$ cat src/rtl/inst_fetch_buffer.sv
// ---------------------------------------------------------------------------
// inst_fetch_buffer
// Instruction fetch unit with a small in-order instruction queue feeding the
// IF/ID stage. At most one memory request is in flight. A redirect flushes the
// queue, and a response that is still outstanding is marked stale (DISCARD).
//
// Optional build macro: IFB_BYPASS_EN. When it is defined, a response that
// arrives while the queue is empty is presented on out_* in the same cycle.
//
// Parameters
//   DEPTH       queue entries (power of two, 2..16)
//   RESET_PC    first fetch address after reset
// Ports
//   clk          clock
//   start        asynchronous active-low reset (0 = reset, 1 = run)
//   redirect     taken branch/jump from ID; redirect_pc is its target
//   stall        decode cannot accept the head entry
//   imem_req     fetch request (combinational), imem_addr is its address
//   imem_valid   in-order response strobe, imem_data is the instruction word
//   out_valid    head entry valid; out_pc/out_inst are its PC and instruction
// ---------------------------------------------------------------------------
module inst_fetch_buffer #(
   parameter int unsigned DEPTH    = 4,
   parameter logic [31:0] RESET_PC = 32'h0
) (
   input  logic        clk,
   input  logic        start,
   input  logic        redirect,
   input  logic [31:0] redirect_pc,
   input  logic        stall,
   output logic        imem_req,
   output logic [31:0] imem_addr,
   input  logic        imem_valid,
   input  logic [31:0] imem_data,
   output logic        out_valid,
   output logic [31:0] out_pc,
   output logic [31:0] out_inst
);

   localparam int unsigned PTR_W = (DEPTH > 1) ? $clog2(DEPTH) : 1;
   localparam int unsigned CNT_W = PTR_W + 1;

   typedef enum logic [1:0] {
      IDLE    = 2'd0,
      WAIT    = 2'd1,
      DISCARD = 2'd2
   } state_t;

   typedef struct packed {
      logic [31:0] pc;
      logic [31:0] inst;
   } entry_t;

   state_t             state;
   state_t             state_nxt;
   logic [31:0]        fetch_pc;
   logic [31:0]        req_pc;
   logic [PTR_W-1:0]   rd_ptr;
   logic [PTR_W-1:0]   wr_ptr;
   logic [CNT_W-1:0]   count;
   entry_t             mem [DEPTH];

   logic               q_nempty;
   logic               issue;
   logic               resp_take;
   logic               push;
   logic               pop;
   entry_t             head;

   assign q_nempty  = (count != '0);
   assign head      = mem[rd_ptr];

   // Gated by start so no request is shown while the block is held in reset.
   assign issue     = start && (state == IDLE) && (count < CNT_W'(DEPTH)) && !redirect;
   assign imem_req  = issue;
   assign imem_addr = fetch_pc;

   assign resp_take = (state == WAIT) && imem_valid && !redirect;
   assign pop       = q_nempty && !stall && !redirect;

`ifdef IFB_BYPASS_EN
   logic bypass;

   // Empty queue: forward the response directly; store it only if decode stalls.
   assign bypass    = resp_take && !q_nempty;
   assign push      = resp_take && !(bypass && !stall);
   assign out_valid = q_nempty || bypass;
   assign out_pc    = q_nempty ? head.pc   : (bypass ? req_pc    : 32'h0);
   assign out_inst  = q_nempty ? head.inst : (bypass ? imem_data : 32'h0);
`else
   assign push      = resp_take;
   assign out_valid = q_nempty;
   assign out_pc    = q_nempty ? head.pc   : 32'h0;
   assign out_inst  = q_nempty ? head.inst : 32'h0;
`endif

   // State register.
   always_ff @(posedge clk or negedge start) begin
      if (!start) state <= IDLE;
      else        state <= state_nxt;
   end

   // Next-state: track the single outstanding request and whether it is stale.
   always_comb begin
      state_nxt = state;
      case (state)
         IDLE: begin
            if (issue) state_nxt = WAIT;
         end
         WAIT: begin
            if (redirect)        state_nxt = imem_valid ? IDLE : DISCARD;
            else if (imem_valid) state_nxt = IDLE;
         end
         DISCARD: begin
            if (imem_valid) state_nxt = IDLE;
         end
         default: state_nxt = IDLE;
      endcase
   end

   // Fetch PC, issued PC, queue pointers and occupancy.
   always_ff @(posedge clk or negedge start) begin
      if (!start) begin
         fetch_pc <= RESET_PC;
         req_pc   <= RESET_PC;
         rd_ptr   <= '0;
         wr_ptr   <= '0;
         count    <= '0;
      end else if (redirect) begin
         fetch_pc <= redirect_pc;
         rd_ptr   <= '0;
         wr_ptr   <= '0;
         count    <= '0;
      end else begin
         if (issue) begin
            fetch_pc <= fetch_pc + 32'd4;
            req_pc   <= fetch_pc;
         end
         if (push) wr_ptr <= wr_ptr + PTR_W'(1);
         if (pop)  rd_ptr <= rd_ptr + PTR_W'(1);
         case ({push, pop})
            2'b10:   count <= count + CNT_W'(1);
            2'b01:   count <= count - CNT_W'(1);
            default: count <= count;
         endcase
      end
   end

   // Queue storage; contents are only observed through count-qualified reads.
   always_ff @(posedge clk) begin
      if (push) mem[wr_ptr] <= '{pc: req_pc, inst: imem_data};
   end

endmodule
$ cat config.mk
export PLATFORM = sky130hd
export DESIGN_NAME = inst_fetch_buffer
export DESIGN_NICKNAME = d
export VERILOG_FILES = /design/src/rtl/inst_fetch_buffer.sv
export SDC_FILE = /design/constraint.sdc
export NUM_CORES = 1
export LEC_CHECK = 0
export BUFFER_PORTS_ARGS = -buffer_cell sky130_fd_sc_hd__buf_4
export CORE_AREA = 2 2 175 177
export CTS_BUF_LIST = sky130_fd_sc_hd__clkbuf_2
export DETAILED_ROUTE_END_ITERATION = 10
export DIE_AREA = 0 0 177 179
export PLACE_DENSITY = 0.65
export SLEW_MARGIN = 30
export SYNTH_ARGS = -nofsm -noshare
export SYNTH_HDL_FRONTEND = slang
export SYNTH_SLANG_ARGS = --single-unit
$ cat constraint.sdc
create_clock -name clk -period 3.55 [get_ports clk]
set_input_delay 0.71 -clock clk [delete_from_list [all_inputs] [get_ports clk]]
set_output_delay 0.71 -clock clk [all_outputs]
set_load 0.01 [all_outputs]
# ---- Word level (Yosys, flattened, before mapping)
# Memory sizes are Yosys's and may differ from the RTL's.
# Cells that the tools add are included.
dict set report totals {
  reg_bits 73
  ramBits 256
  output_inout_bits 98
  wordCells 52
  mem_count 1
}
# name depth word_bits read_ports rd_ports_with_merged_regs wr line
set memory_table {}
lappend memory_table {mem 4 64 1 0 1 61} ;# entry_t mem [DEPTH];
dict set report op_classes {
  addsub 5
  n_lt_le_gt_ge 1
  n_eq_ne 5
  mux 17
  n_bitwise 1
  reduce_logical 16
}
# cell count
set ops {}
lappend ops {{32-bit 2-to-1 mux} 4}
lappend ops {{32-bit by 3-bit adder with 32-bit output, second input constant} 1}
lappend ops {{2-bit 2-to-1 mux} 8}
lappend ops {{1-bit logical AND} 7}
lappend ops {{2-bit one-hot mux with 3 select lines} 1}
lappend ops {{3-bit one-hot mux with 2 select lines} 1}
lappend ops {{2-bit nonzero test} 3}
lappend ops {{3-bit nonzero test} 2}
lappend ops {{2-bit by 1-bit adder with 2-bit output, second input constant} 2}
lappend ops {{2-bit by 1-bit equality test with 1-bit output, second input constant} 2}
lappend ops {{2-bit equality test, second input constant} 2}
lappend ops {{3-bit by 1-bit adder with 3-bit output, second input constant} 1}
lappend ops {{3-bit < comparator, second input constant} 1}
lappend ops {{3-bit 2-to-1 mux} 1}
lappend ops {{3-bit by 1-bit subtractor with 3-bit output, second input constant} 1}
lappend ops {{1-bit zero test} 2}
lappend ops {{2-bit zero test} 1}
lappend ops {{1-bit 2-to-1 mux} 2}
lappend ops {{2-bit != test, second input constant} 1}
lappend ops {{2-bit AND reduction} 1}
lappend ops {{1-bit inverter} 1}

# ---- Longest topological paths before layout
# Gate-level depths: netlist of the first run.
dict set report depth {
  depth_word 6
  depth_mapped 8
  depth_no_buf 7
}

# ---- Least setup slack after synthesis of the first run
# No wires, ideal clock.
dict set report synth_timing {
  kind {input -> register}
  from {in redirect}
  to {mem mem[0][0] (netlist name) (enable)}
  setup_ps 429
  arrival_ps 2891
  required_ps 3121
  path_slack_ps 230
  path_stages 4
  path_buffers 2
  path_cell_list {clkbuf_1 -> inv_2 -> clkbuf_1 -> and3_1}
}
dict set report synth_via {
  elab_chain_len 4
}
# item line
set synth_rtl {}
lappend synth_rtl {{from (decl)} 28} ;# input logic redirect,
lappend synth_rtl {{1-bit zero test} 78} ;# assign resp_take = (state == WAIT) && imem_valid && !redirect;
lappend synth_rtl {{1-bit logical AND} 78}
lappend synth_rtl {{1-bit 2-to-1 mux} 151} ;# if (push) mem[wr_ptr] <= '{pc: req_pc, inst: imem_data};
lappend synth_rtl {{1-bit 2-to-1 mux (implied by the code)} 151}
lappend synth_rtl {{to (decl)} 61}
# No other way between the ends.

# ---- Worst setup path after layout of the first run
dict set report layout_timing {
  from {in start}
  to {out imem_req}
}
dict set report layout_via {
  elab_chain_len 3
}
# item line
set layout_rtl {}
lappend layout_rtl {{from (decl)} 27} ;# input logic start,
lappend layout_rtl {{1-bit logical AND (3 in a row)} 74} ;# assign issue = start && (state == IDLE) && (count < CNT_W'(DEPTH)) && !redirect;
lappend layout_rtl {{to (decl)} 31} ;# output logic imem_req,
# No other way between the ends.

==> results of run 1 <==
==> registers in the layout (all words and copies together), names as in the netlist <==
signal     count
mem          256
req_pc        32
rd_ptr         2
imem_addr     32
wr_ptr         2
state          2
count          3
==> timing repair <==
action,4_1_cts,5_1_grt
hold endpoints to repair,71,4
hold buffers,18,2
setup buffers,1,6
setup endpoints to repair,40,4
==> through the flow <==
stage | utilization [%] | cell area (µm²)
6_report | 53.77 | 16150
3_3_place_gp | 50.18 | 15070
5_1_grt | 53.77 | 16150
4_1_cts | 53.55 | 16080
3_5_place_dp | 50.18 | 15070
2_1_floorplan | - | 13280
==> where the power goes <==
group          switching (mW)  internal, mW  total, mW  leakage, nW
combinational            1.15          1.37       2.52         2.16
clock                    1.44          1.17       2.61        0.614
sequential              0.417          4.66       5.08         3.17
==> Yosys cell counts (2+ instances only) <==
cell type  count
nand3_1       18
dfrtp_1       73
nand2b_1       2
buf_1          2
o21ai_1        2
and2_1        67
xnor2_1        5
edfxtp_1     256
nand2_1       25
o31ai_1       12
o21ai_0       14
and4_1         3
nor2_1        19
inv_1          6
o211ai_1       3
buf_2          9
buf_4          6
mux2i_1        2
ha_1           5
clkbuf_1      24
nand3b_1       3
nand4_4        2
a31oi_1       15
or3_1          4
xor2_1         7
mux2_2        33
nand4_1        5
mux2_1         2
or4_1         15
nor4_2         2
a21oi_1        6
mux4_2        64
nand4_2        2
o31a_1         2
and3_1        10
nor3_1         5
==> kinds of logic (layout without fill, tap and decap cells) <==
group           count (synthesis)  in the layout  share of synthesized area, %
compound gates                 55             55                         2.571
xor+xnor                       12             12                        0.7912
fa+ha+maj                       6              6                        0.6217
buf+inv                        49            372                         1.695
flops                         329            329                         71.62
mux                           101            101                         13.97
other cells                     0              1                             0
simple gates                  189            189                         8.731
==> metal layers <==
layer	vias up	part of all wire [%]	wire, µm
met4	0	1.2	334
li1	3498	-	-
met2	216	50	13440
met1	3794	43	11710
met5	-	0	0
met3	27	5.8	1555
==> worst paths after layout <==
check	start	endpoint	slack, ns
worst min register to register	req_pc[22]$_DFFE_PN0P_	mem[1][54]$_DFFE_PP_	0.51
worst min-delay path	imem_valid	state[1]$_DFFE_PN0P_	0.08
worst max register to register	state[1]$_DFFE_PN0P_	imem_addr[17]$_DFFE_PN0N_	1.37
max in group asynchronous	start	rd_ptr[1]$_DFFE_PN0P_	2.10
min in group asynchronous	start	req_pc[12]$_DFFE_PN0P_	0.36
worst max-delay path	start	imem_req	0.29
==> cell type report <==
class | count | area share (%)
Clock buffer | 127 | 3.936
Tap cell | 396 | 3.069
Sequential cell | 329 | 58.97
Antenna cell | 1 | 0.01550
Multi-Input combinational cell | 363 | 22.08
Clock inverter | 25 | 1.093
Timing Repair Buffer | 213 | 10.68
Inverter | 7 | 0.1627
==> flow_metrics.env, run 1 <==
export IMPL_dr_pass1_iters=4
export IMPL_syn_avg_cell_area_um2=17.93
export IMPL_met1_usage_pct=23.19
export IMPL_synth_cells=741
export IMPL_synth_area_top_cells="edfxtp_1 58%, dfrtp_1 14%, mux4_2 11%"
export IMPL_cts_tree="yes"
export IMPL_grtUsageTotal_pct=17.43
export IMPL_fin_ws_ns=0.2927
export IMPL_gp_congestion=0.7846
export IMPL_crit_fanout=21
export IMPL_worst_setup_path_start_kind="primary input"
export IMPL_seqCellArea_um2=9522
export IMPL_min_path_type="primary input to flop"
export IMPL_multiInputGateArea_um2=3565
export IMPL_cts_sinks=329
export IMPL_max_stage_delay_ns=0.64
export IMPL_critPathArrivalTime_ns=2.55
export IMPL_initialDrtViolationCount=380
export IMPL_cts_resized=0
export IMPL_status="finished clean"
export IMPL_synth_ff_type="edfxtp_1"
export IMPL_insertion_delay_ns=0.83
export IMPL_avgViaCountPerCell=5.157
export IMPL_setup_viol=0
export IMPL_whs_ns=0.07888
export IMPL_grt_overflow=0
export IMPL_hold_viol_final=0
export IMPL_fin_crit_ns=3.257
export IMPL_mostFrequentLayoutCells="256 x edfxtp_1, 187 x buf_4, 127 x clkbuf_2"
export IMPL_dp_final_hpwl_mm=16.63
export IMPL_synth_area_leader_cell="edfxtp_1"
export IMPL_n_fill_cell=2518
export IMPL_rsz0062_at_grt="no"
export IMPL_top_usage_layer="met2"
export IMPL_ir_worst_vdd_mv=0.2912
export IMPL_start_util_pct=44.24
export IMPL_die_w_um=177
export IMPL_antenna_found_initial=1
export IMPL_grt_first_pass_wirelength_mm=42.03
export IMPL_async_reset_ff_share_pct=22.19
export IMPL_layoutNonFillerInstCount=1461
export IMPL_use_met2_pct=28.36
export IMPL_power_density_nw_per_um2=632.3
export IMPL_area_growth_pct=21.55
export IMPL_end_kind="output port"
export IMPL_synth_top_area_share_pct=57.87
export IMPL_cts_buffer_depth=3
export IMPL_max_slew_margin_pct=51.39
export IMPL_path_depth=5
export IMPL_antenna_left=0
export IMPL_layout_drive_gt1_share_pct=41.45
export IMPL_grt_util_met3_pct=4.262
export IMPL_yosys_warnings=0
export IMPL_worst_pin_slew_ns=0.7292
export IMPL_final_max_slew_viol_count=0
export IMPL_pre_cts_slack_ns=0.7678
export IMPL_min_path_cells=2
export IMPL_critPathRequiredTime_ns=2.84
export IMPL_finClkSkew_ns=0.05137
export IMPL_die_area_um2=31680
export IMPL_final_nets=1072
export IMPL_routedWlPerCell_um=18.51
export IMPL_synth_distinct_cells=47
export IMPL_root_buffer="clkbuf_2"
export IMPL_rows=64
export IMPL_ys_seq_area_share_pct=71.62
export IMPL_dpl_cell_count=1281
export IMPL_critPathKind="primary input to output port"
export IMPL_cts_made_buffers=83
export IMPL_r2r_cells=5
export IMPL_ioPinCount=167
export IMPL_syn_num_nets=816
export IMPL_portBuffers=166
export IMPL_clk_pin_slew_ns=0.10
export IMPL_critical_path_top_delay_family="buffers and inverters"
export IMPL_finalPower_mw=10.21
export IMPL_grt_max_degree=67
export IMPL_crit_chain="dlygate4sd3_1, buf_4, or4b_1, nor2_4, buf_4"
export IMPL_synth_seq_cells=329
export IMPL_cap_violations=0
export IMPL_max_freq_mhz=307.0
export IMPL_core_um2=30030
export IMPL_cp_slowest_cell="or4b_1"
export IMPL_crit_buf_inv=3
export IMPL_leakagePower_nw=5.939
export IMPL_remaining_drc_errors=0
export IMPL_vias=7535
export IMPL_die_h_um=179
export IMPL_crit_path_frequent_cell="buf_4"
export IMPL_grt_pass1_vias=7724
export IMPL_period_share_pct=91.75
export IMPL_synth_edff_count=256
export IMPL_final_common_cell="edfxtp_1"
export IMPL_finalSetupTns_ns=0
export IMPL_ctsHtreeMaxLevel=3
export IMPL_finalWirelength_mm=27.04
export IMPL_syn_area_um2=13280
Note: power is estimated with default switching activity, not from simulation.
==> run 2, diff against run 1 <==
--- a/config.mk
+++ b/config.mk
@@ -6,10 +6,10 @@
 export NUM_CORES = 1
 export LEC_CHECK = 0
 export BUFFER_PORTS_ARGS = -buffer_cell sky130_fd_sc_hd__buf_4
-export CORE_AREA = 2 2 175 177
+export CORE_AREA = 4 4 177 179
 export CTS_BUF_LIST = sky130_fd_sc_hd__clkbuf_2
 export DETAILED_ROUTE_END_ITERATION = 10
-export DIE_AREA = 0 0 177 179
+export DIE_AREA = 0 0 181 183
 export PLACE_DENSITY = 0.65
 export SLEW_MARGIN = 30
 export SYNTH_ARGS = -nofsm -noshare
==> run 2 against run 1 <==
Worst hold slack better by 0.034 ns. Non-clock buffer count rose by 1. Clock skew rose by 0.0035 ns. Clock power fell by 12%. Largest power group unchanged. Critical endpoint is now out_inst[16]. Cell count decreased by 0.82%. Register-to-register slack worse by 0.13 ns.
==> flow_metrics.env, run 2 (synthesis gave the netlist of run 1 again) <==
export IMPL_grt_first_pass_wirelength_mm=42.84
export IMPL_remaining_drc_errors=0
export IMPL_die_h_um=183
export IMPL_critPathRequiredTime_ns=2.84
export IMPL_routedWlPerCell_um=18.82
export IMPL_layout_drive_gt1_share_pct=40.64
export IMPL_ctsHtreeMaxLevel=3
export IMPL_multiInputGateArea_um2=3570
export IMPL_insertion_delay_ns=0.81
export IMPL_clk_pin_slew_ns=0.09
export IMPL_setup_viol=0
export IMPL_power_density_nw_per_um2=616.8
export IMPL_fin_crit_ns=3.255
export IMPL_min_path_type="primary input to flop"
export IMPL_area_growth_pct=21.01
export IMPL_core_um2=29560
export IMPL_grt_pass1_vias=7781
export IMPL_start_util_pct=44.94
export IMPL_critPathKind="flop to output port"
export IMPL_antenna_found_initial=1
export IMPL_finClkSkew_ns=0.05488
export IMPL_critPathArrivalTime_ns=2.54
export IMPL_grt_max_degree=46
export IMPL_grtUsageTotal_pct=16.39
export IMPL_worst_pin_slew_ns=0.5405
export IMPL_r2r_cells=7
export IMPL_cts_sinks=329
export IMPL_cap_violations=0
export IMPL_end_kind="output port"
export IMPL_die_area_um2=33120
export IMPL_ioPinCount=167
export IMPL_largest_reg_flops=256
export IMPL_rsz0062_at_grt="no"
export IMPL_mostFrequentLayoutCells="256 x edfxtp_1, 184 x buf_4, 114 x clkbuf_2"
export IMPL_cts_made_buffers=81
export IMPL_max_freq_mhz=307.2
export IMPL_leakagePower_nw=5.879
export IMPL_initialDrtViolationCount=318
export IMPL_gp_congestion=0.7487
export IMPL_cts_buffer_depth=3
export IMPL_period_share_pct=91.69
export IMPL_final_common_cell="edfxtp_1"
export IMPL_n_fill_cell=2466
export IMPL_root_buffer="clkbuf_2"
export IMPL_hold_viol_final=0
export IMPL_dp_final_hpwl_mm=17.26
export IMPL_grt_overflow=0
export IMPL_max_slew_margin_pct=63.97
export IMPL_ir_worst_vdd_mv=0.2167
export IMPL_regMostFlops="mem"
export IMPL_post_route_util_pct=54.38
export IMPL_crit_fanout=34
export IMPL_portBuffers=166
export IMPL_whs_ns=0.1130
export IMPL_seqCellArea_um2=9522
export IMPL_avgViaCountPerCell=5.168
export IMPL_cts_tree="yes"
export IMPL_finalWirelength_mm=27.28
export IMPL_vias=7489
export IMPL_final_nets=1071
export IMPL_min_path_cells=2
export IMPL_status="finished clean"
export IMPL_die_w_um=181
export IMPL_worst_setup_path_start_kind="flop"
export IMPL_final_max_slew_viol_count=0
export IMPL_dr_pass1_iters=4
export IMPL_antenna_left=0
export IMPL_finalSetupTns_ns=0
export IMPL_rows=63
## run 2: cell count changes in the layout (fill, tap and decap cells not counted), sizes merged
cell / before / now
clkbuf: 127 / 114
bufinv: 3 / 0
dlygate4sd3: 20 / 21
clkinv: 21 / 28
inv: 8 / 10
## run 2: what timing repair did
| action | 4_1_cts | 5_1_grt |
|---|---|---|
| endpoints found under the hold margin | 126 | 4 |
| resized for setup | 0 | 3 |
| setup endpoints to repair | 38 | 36 |
| setup buffers | 1 | 5 |
| hold buffers | 19 | 2 |
## run 2: final cells by class
class,instances,share of cell area (%)
inverter,7,0.1790
antenna,1,0.01557
timing repair buffer,214,11.02
clock buffer,114,3.549
multi-input combinational,363,22.21
tap,390,3.035
sequential,329,59.23
clock inverter,31,0.7628
## run 2: worst paths after layout
path	endpoint	start	slack, ns
setup / recovery	out_inst[16]	rd_ptr[1]$_DFFE_PN0P_	0.30
hold / removal	state[1]$_DFFE_PN0P_	imem_valid	0.11
setup reg to reg	count[2]$_DFFE_PN0P_	count[1]$_DFFE_PN0P_	1.24
hold reg to reg	mem[1][54]$_DFFE_PP_	req_pc[22]$_DFFE_PN0P_	0.51
max in group asynchronous	imem_addr[18]$_DFFE_PN0N_	start	2.61
min in group asynchronous	count[0]$_DFFE_PN0P_	start	0.53
## run 2: through the flow
stage          worst slack (ns)  power (mW)  std cells  instance area [µm²]
6_report                 0.2952       9.916       1449                16080
5_1_grt                  0.1211       10.55       1449                16080
4_1_cts                 0.02641       10.07       1441                16010
3_5_place_dp             0.7526       7.691       1276                15100
3_3_place_gp             0.7424       7.629       1276                15100
2_1_floorplan            0.2303       6.464        741                13280
## run 2: per-layer routing
layer | up-vias | track usage (%) | wire length (µm)
met5 | - | 0 | 0
met4 | 0 | 4.803 | 259
met3 | 25 | 4.463 | 1677
met2 | 221 | 27.40 | 13600
met1 | 3739 | 21.35 | 11740
li1 | 3504 | - | -
## run 2: critical path: stages (launching register included)
cell     delay [ns]
dfrtp_4        0.79
buf_12         0.29
mux4_2         0.34
and2_1         0.18
buf_4          0.14
## run 2: where the power goes
group / internal (mW) / total [mW] / switching (mW)
Combinational: 1.39 / 2.55 / 1.16
Sequential: 4.66 / 5.07 / 0.410
Clock: 0.870 / 2.30 / 1.43
==> run 3, diff against run 2 <==
--- a/config.mk
+++ b/config.mk
@@ -5,11 +5,12 @@
 export SDC_FILE = /design/constraint.sdc
 export NUM_CORES = 1
 export LEC_CHECK = 0
+export ABC_AREA = 1
 export BUFFER_PORTS_ARGS = -buffer_cell sky130_fd_sc_hd__buf_4
-export CORE_AREA = 4 4 177 179
+export CORE_AREA = 4 4 181 183
 export CTS_BUF_LIST = sky130_fd_sc_hd__clkbuf_2
 export DETAILED_ROUTE_END_ITERATION = 10
-export DIE_AREA = 0 0 181 183
+export DIE_AREA = 0 0 185 187
 export PLACE_DENSITY = 0.65
 export SLEW_MARGIN = 30
 export SYNTH_ARGS = -nofsm -noshare
==> run 3 against run 2 <==
Worst hold slack worse by 0.0012 ns. Global-route usage is 2.5 points higher. First-iteration DRC count rose to 2.6 times the previous value. Critical path depth increased by 2. Combinational power rose by 25%. Routed wire length increased by 23%. Register-to-register slack better by 0.04 ns. Clock skew grew 0.014 ns. Synthesized area is 4.2% higher. Clock power is 9.6% higher. Cell count rose by 37%. Largest cell class unchanged.
==> flow_metrics.env, run 3 <==
export IMPL_status="finished clean"
export IMPL_finalPower_mw=10.86
export IMPL_max_freq_mhz=299.2
export IMPL_dp_final_hpwl_mm=20.07
export IMPL_rrSetupSlack_ns=1.28
export IMPL_synth_common_cells="314 x nor2_1, 256 x edfxtp_1, 191 x nand2_1, 163 x o21ai_0, 73 x dfrtp_1"
export IMPL_fin_ws_ns=0.2080
export IMPL_dpl_cell_count=1809
export IMPL_portBuffers=166
export IMPL_grt_max_degree=73
export IMPL_ctsHtreeMaxLevel=3
export IMPL_n_fill_cell=2706
export IMPL_critPathArrivalTime_ns=2.63
export IMPL_synth_top_family_by_area="simple AND/OR/NAND/NOR gates"
export IMPL_grt_pass1_vias=9916
export IMPL_root_buffer="clkbuf_2"
export IMPL_synth_most_common_cell="nor2_1"
export IMPL_clk_pin_slew_ns=0.10
export IMPL_synth_area_top_cells="edfxtp_1 56%, dfrtp_1 13%, nor2_1 8.5%"
export IMPL_vias=10120
export IMPL_final_common_cell="nor2_1"
export IMPL_cts_tree="yes"
export IMPL_cts_made_buffers=80
export IMPL_setup_worst_path_start="rd_ptr[0]$_DFFE_PN0P_"
export IMPL_final_area_um2=16640
export IMPL_synth_xor_area_share_pct=0.4428
export IMPL_critPathKind="flop to output port"
export IMPL_worst_pin_slew_ns=0.8370
export IMPL_async_reset_ff_share_pct=22.19
export IMPL_cts_buffer_depth=3
export IMPL_period_share_pct=94.14
export IMPL_final_max_slew_viol_count=0
export IMPL_min_path_cells=3
export IMPL_synth_top_area_share_pct=55.52
export IMPL_syn_num_nets=1365
export IMPL_synth_distinct_cells=36
export IMPL_r2r_cells=6
export IMPL_finClkSkew_ns=0.06850
export IMPL_final_nets=1592
export IMPL_ioPinCount=167
export IMPL_synthMuxAreaShare_pct=0
export IMPL_grt_first_pass_wirelength_mm=51.98
export IMPL_antenna_found_initial=1
export IMPL_r2r_start="state[1]$_DFFE_PN0P_"
export IMPL_leakagePower_nw=6.641
export IMPL_rsz0062_at_grt="no"
export IMPL_cap_violations=0
export IMPL_finalWirelength_mm=33.42
export IMPL_area_growth_pct=20.16
export IMPL_crit_fanout=31
export IMPL_ys_seq_area_share_pct=68.71
export IMPL_power_density_nw_per_um2=652.7
export IMPL_gp_congestion=0.8920
export IMPL_synth_seq_cells=329
export IMPL_timing_rr_end="mem[0][12]$_DFFE_PP_"
export IMPL_antenna_left=0
export IMPL_worst_setup_path_start_kind="flop"
export IMPL_synth_fa_ha_area_share_pct=0.5964
export IMPL_grtUsageTotal_pct=18.85
export IMPL_start_util_pct=44.33
export IMPL_die_area_um2=34600
export IMPL_synth_compound_area_share_pct=9.461
export IMPL_routedWlPerCell_um=16.85
export IMPL_synth_cells=1290
export IMPL_post_route_util_pct=53.27
export IMPL_syn_avg_cell_area_um2=10.73
export IMPL_largest_reg_flops=256
export IMPL_layoutNonFillerInstCount=1983
export IMPL_avgViaCountPerCell=5.102
export IMPL_yosys_area_share_simple_pct=17.22
export IMPL_max_slew_margin_pct=44.20
export IMPL_hold_viol_final=0
export IMPL_die_w_um=185
export IMPL_rows=65
export IMPL_crit_end="out_pc[22]"
export IMPL_cts_sinks=329
export IMPL_insertion_delay_ns=0.84
export IMPL_dr_pass1_iters=5
export IMPL_grt_overflow=0
export IMPL_layout_drive_gt1_share_pct=22.09
export IMPL_synth_edff_count=256
export IMPL_initialDrtViolationCount=823
export IMPL_placed_area_um2=15570
export IMPL_yosys_warnings=0
export IMPL_syn_area_um2=13850
export IMPL_ir_worst_vdd_mv=0.2946
export IMPL_mostFrequentLayoutCells="310 x nor2_1, 256 x edfxtp_1, 191 x nand2_1"
export IMPL_setup_viol=0
export IMPL_end_kind="output port"
export IMPL_critPathRequiredTime_ns=2.84
export IMPL_remaining_drc_errors=0
export IMPL_pre_cts_slack_ns=0.7751
export IMPL_min_path_type="primary input to flop"
export IMPL_core_um2=31230
export IMPL_fin_crit_ns=3.342
export IMPL_synth_area_leader_cell="edfxtp_1"
export IMPL_regMostFlops="mem"
export IMPL_synth_ff_type="edfxtp_1"
export IMPL_die_h_um=187
run 3: how the worst min path moves through the flow:
| stage | from | end |
|---|---|---|
| floorplan | start | count[0]$_DFFE_PN0P_ |
| global placement | req_pc[8]$_DFFE_PN0P_ | mem[0][40]$_DFFE_PP_ |
| detailed placement | req_pc[26]$_DFFE_PN0P_ | mem[0][58]$_DFFE_PP_ |
| CTS | redirect_pc[10] | imem_addr[10]$_DFFE_PN0N_ |
| global route | imem_data[13] | mem[1][13]$_DFFE_PP_ |
| finish | redirect_pc[10] | imem_addr[10]$_DFFE_PN0N_ |
run 3: where the power goes:
| group | internal (mW) | switching [mW] |
|---|---|---|
| registers | 4.68 | 0.473 |
| clock network | 1.05 | 1.47 |
| logic | 1.26 | 1.92 |
| total | 6.99 | 3.87 |
run 3: per-layer routing:
| metal | vias up | track usage, % | share of wire (%) |
|---|---|---|---|
| met4 | 0 | 5.929 | 1.9 |
| met1 | 4802 | 26.63 | 46 |
| met3 | 54 | 4.570 | 6.7 |
| met5 | - | 0 | 0 |
| li1 | 4904 | - | - |
| met2 | 358 | 29.06 | 45 |
run 3: critical path: stages, from the launching register on:
cell,delay (ns)
dfrtp_4,0.59
buf_4,0.39
nor2_1,0.09
nor2_1,0.08
o21ai_0,0.09
a21oi_1,0.33
buf_4,0.19
run 3: through the flow:
| stage | TNS, ns | hold slack, ns |
|---|---|---|
| finish | 0 | 0.1118 |
| global route | 0 | 0.007661 |
| detailed placement | 0 | 0.5106 |
| global placement | 0 | 0.4964 |
| floorplan | -201.87 | 0.4144 |
| CTS | 0 | 0.009244 |
run 3: area by class of cell:
type	count	area, µm²	area share (%)
Antenna cell	1	2.502	0.01504
Clock buffer	120	600.6	3.610
Clock inverter	25	165.2	0.9927
Inverter	54	210.2	1.263
Multi-Input combinational cell	841	3869	23.25
Sequential cell	329	9519	57.22
Tap cell	402	503.0	3.023
Timing Repair Buffer	211	1768	10.63
run 3: cell families (layout without fill, tap and decap cells):
logic type,after synthesis,after routing
and+or+nand+nor,574,574
other,0,1
AOI/OAI and AO/OA,254,254
xor gates and xnor gates,7,7
DFF,329,329
buffers and inverters,120,410
adders and majority gates,6,6
run 3: what timing repair did:
action | in CTS | in global routing
endpoints found under the hold margin | 103 | 8
gates resized for setup | 3 | 2
setup endpoints to repair | 46 | 28
setup buffers | 0 | 1
hold buffers | 25 | 2
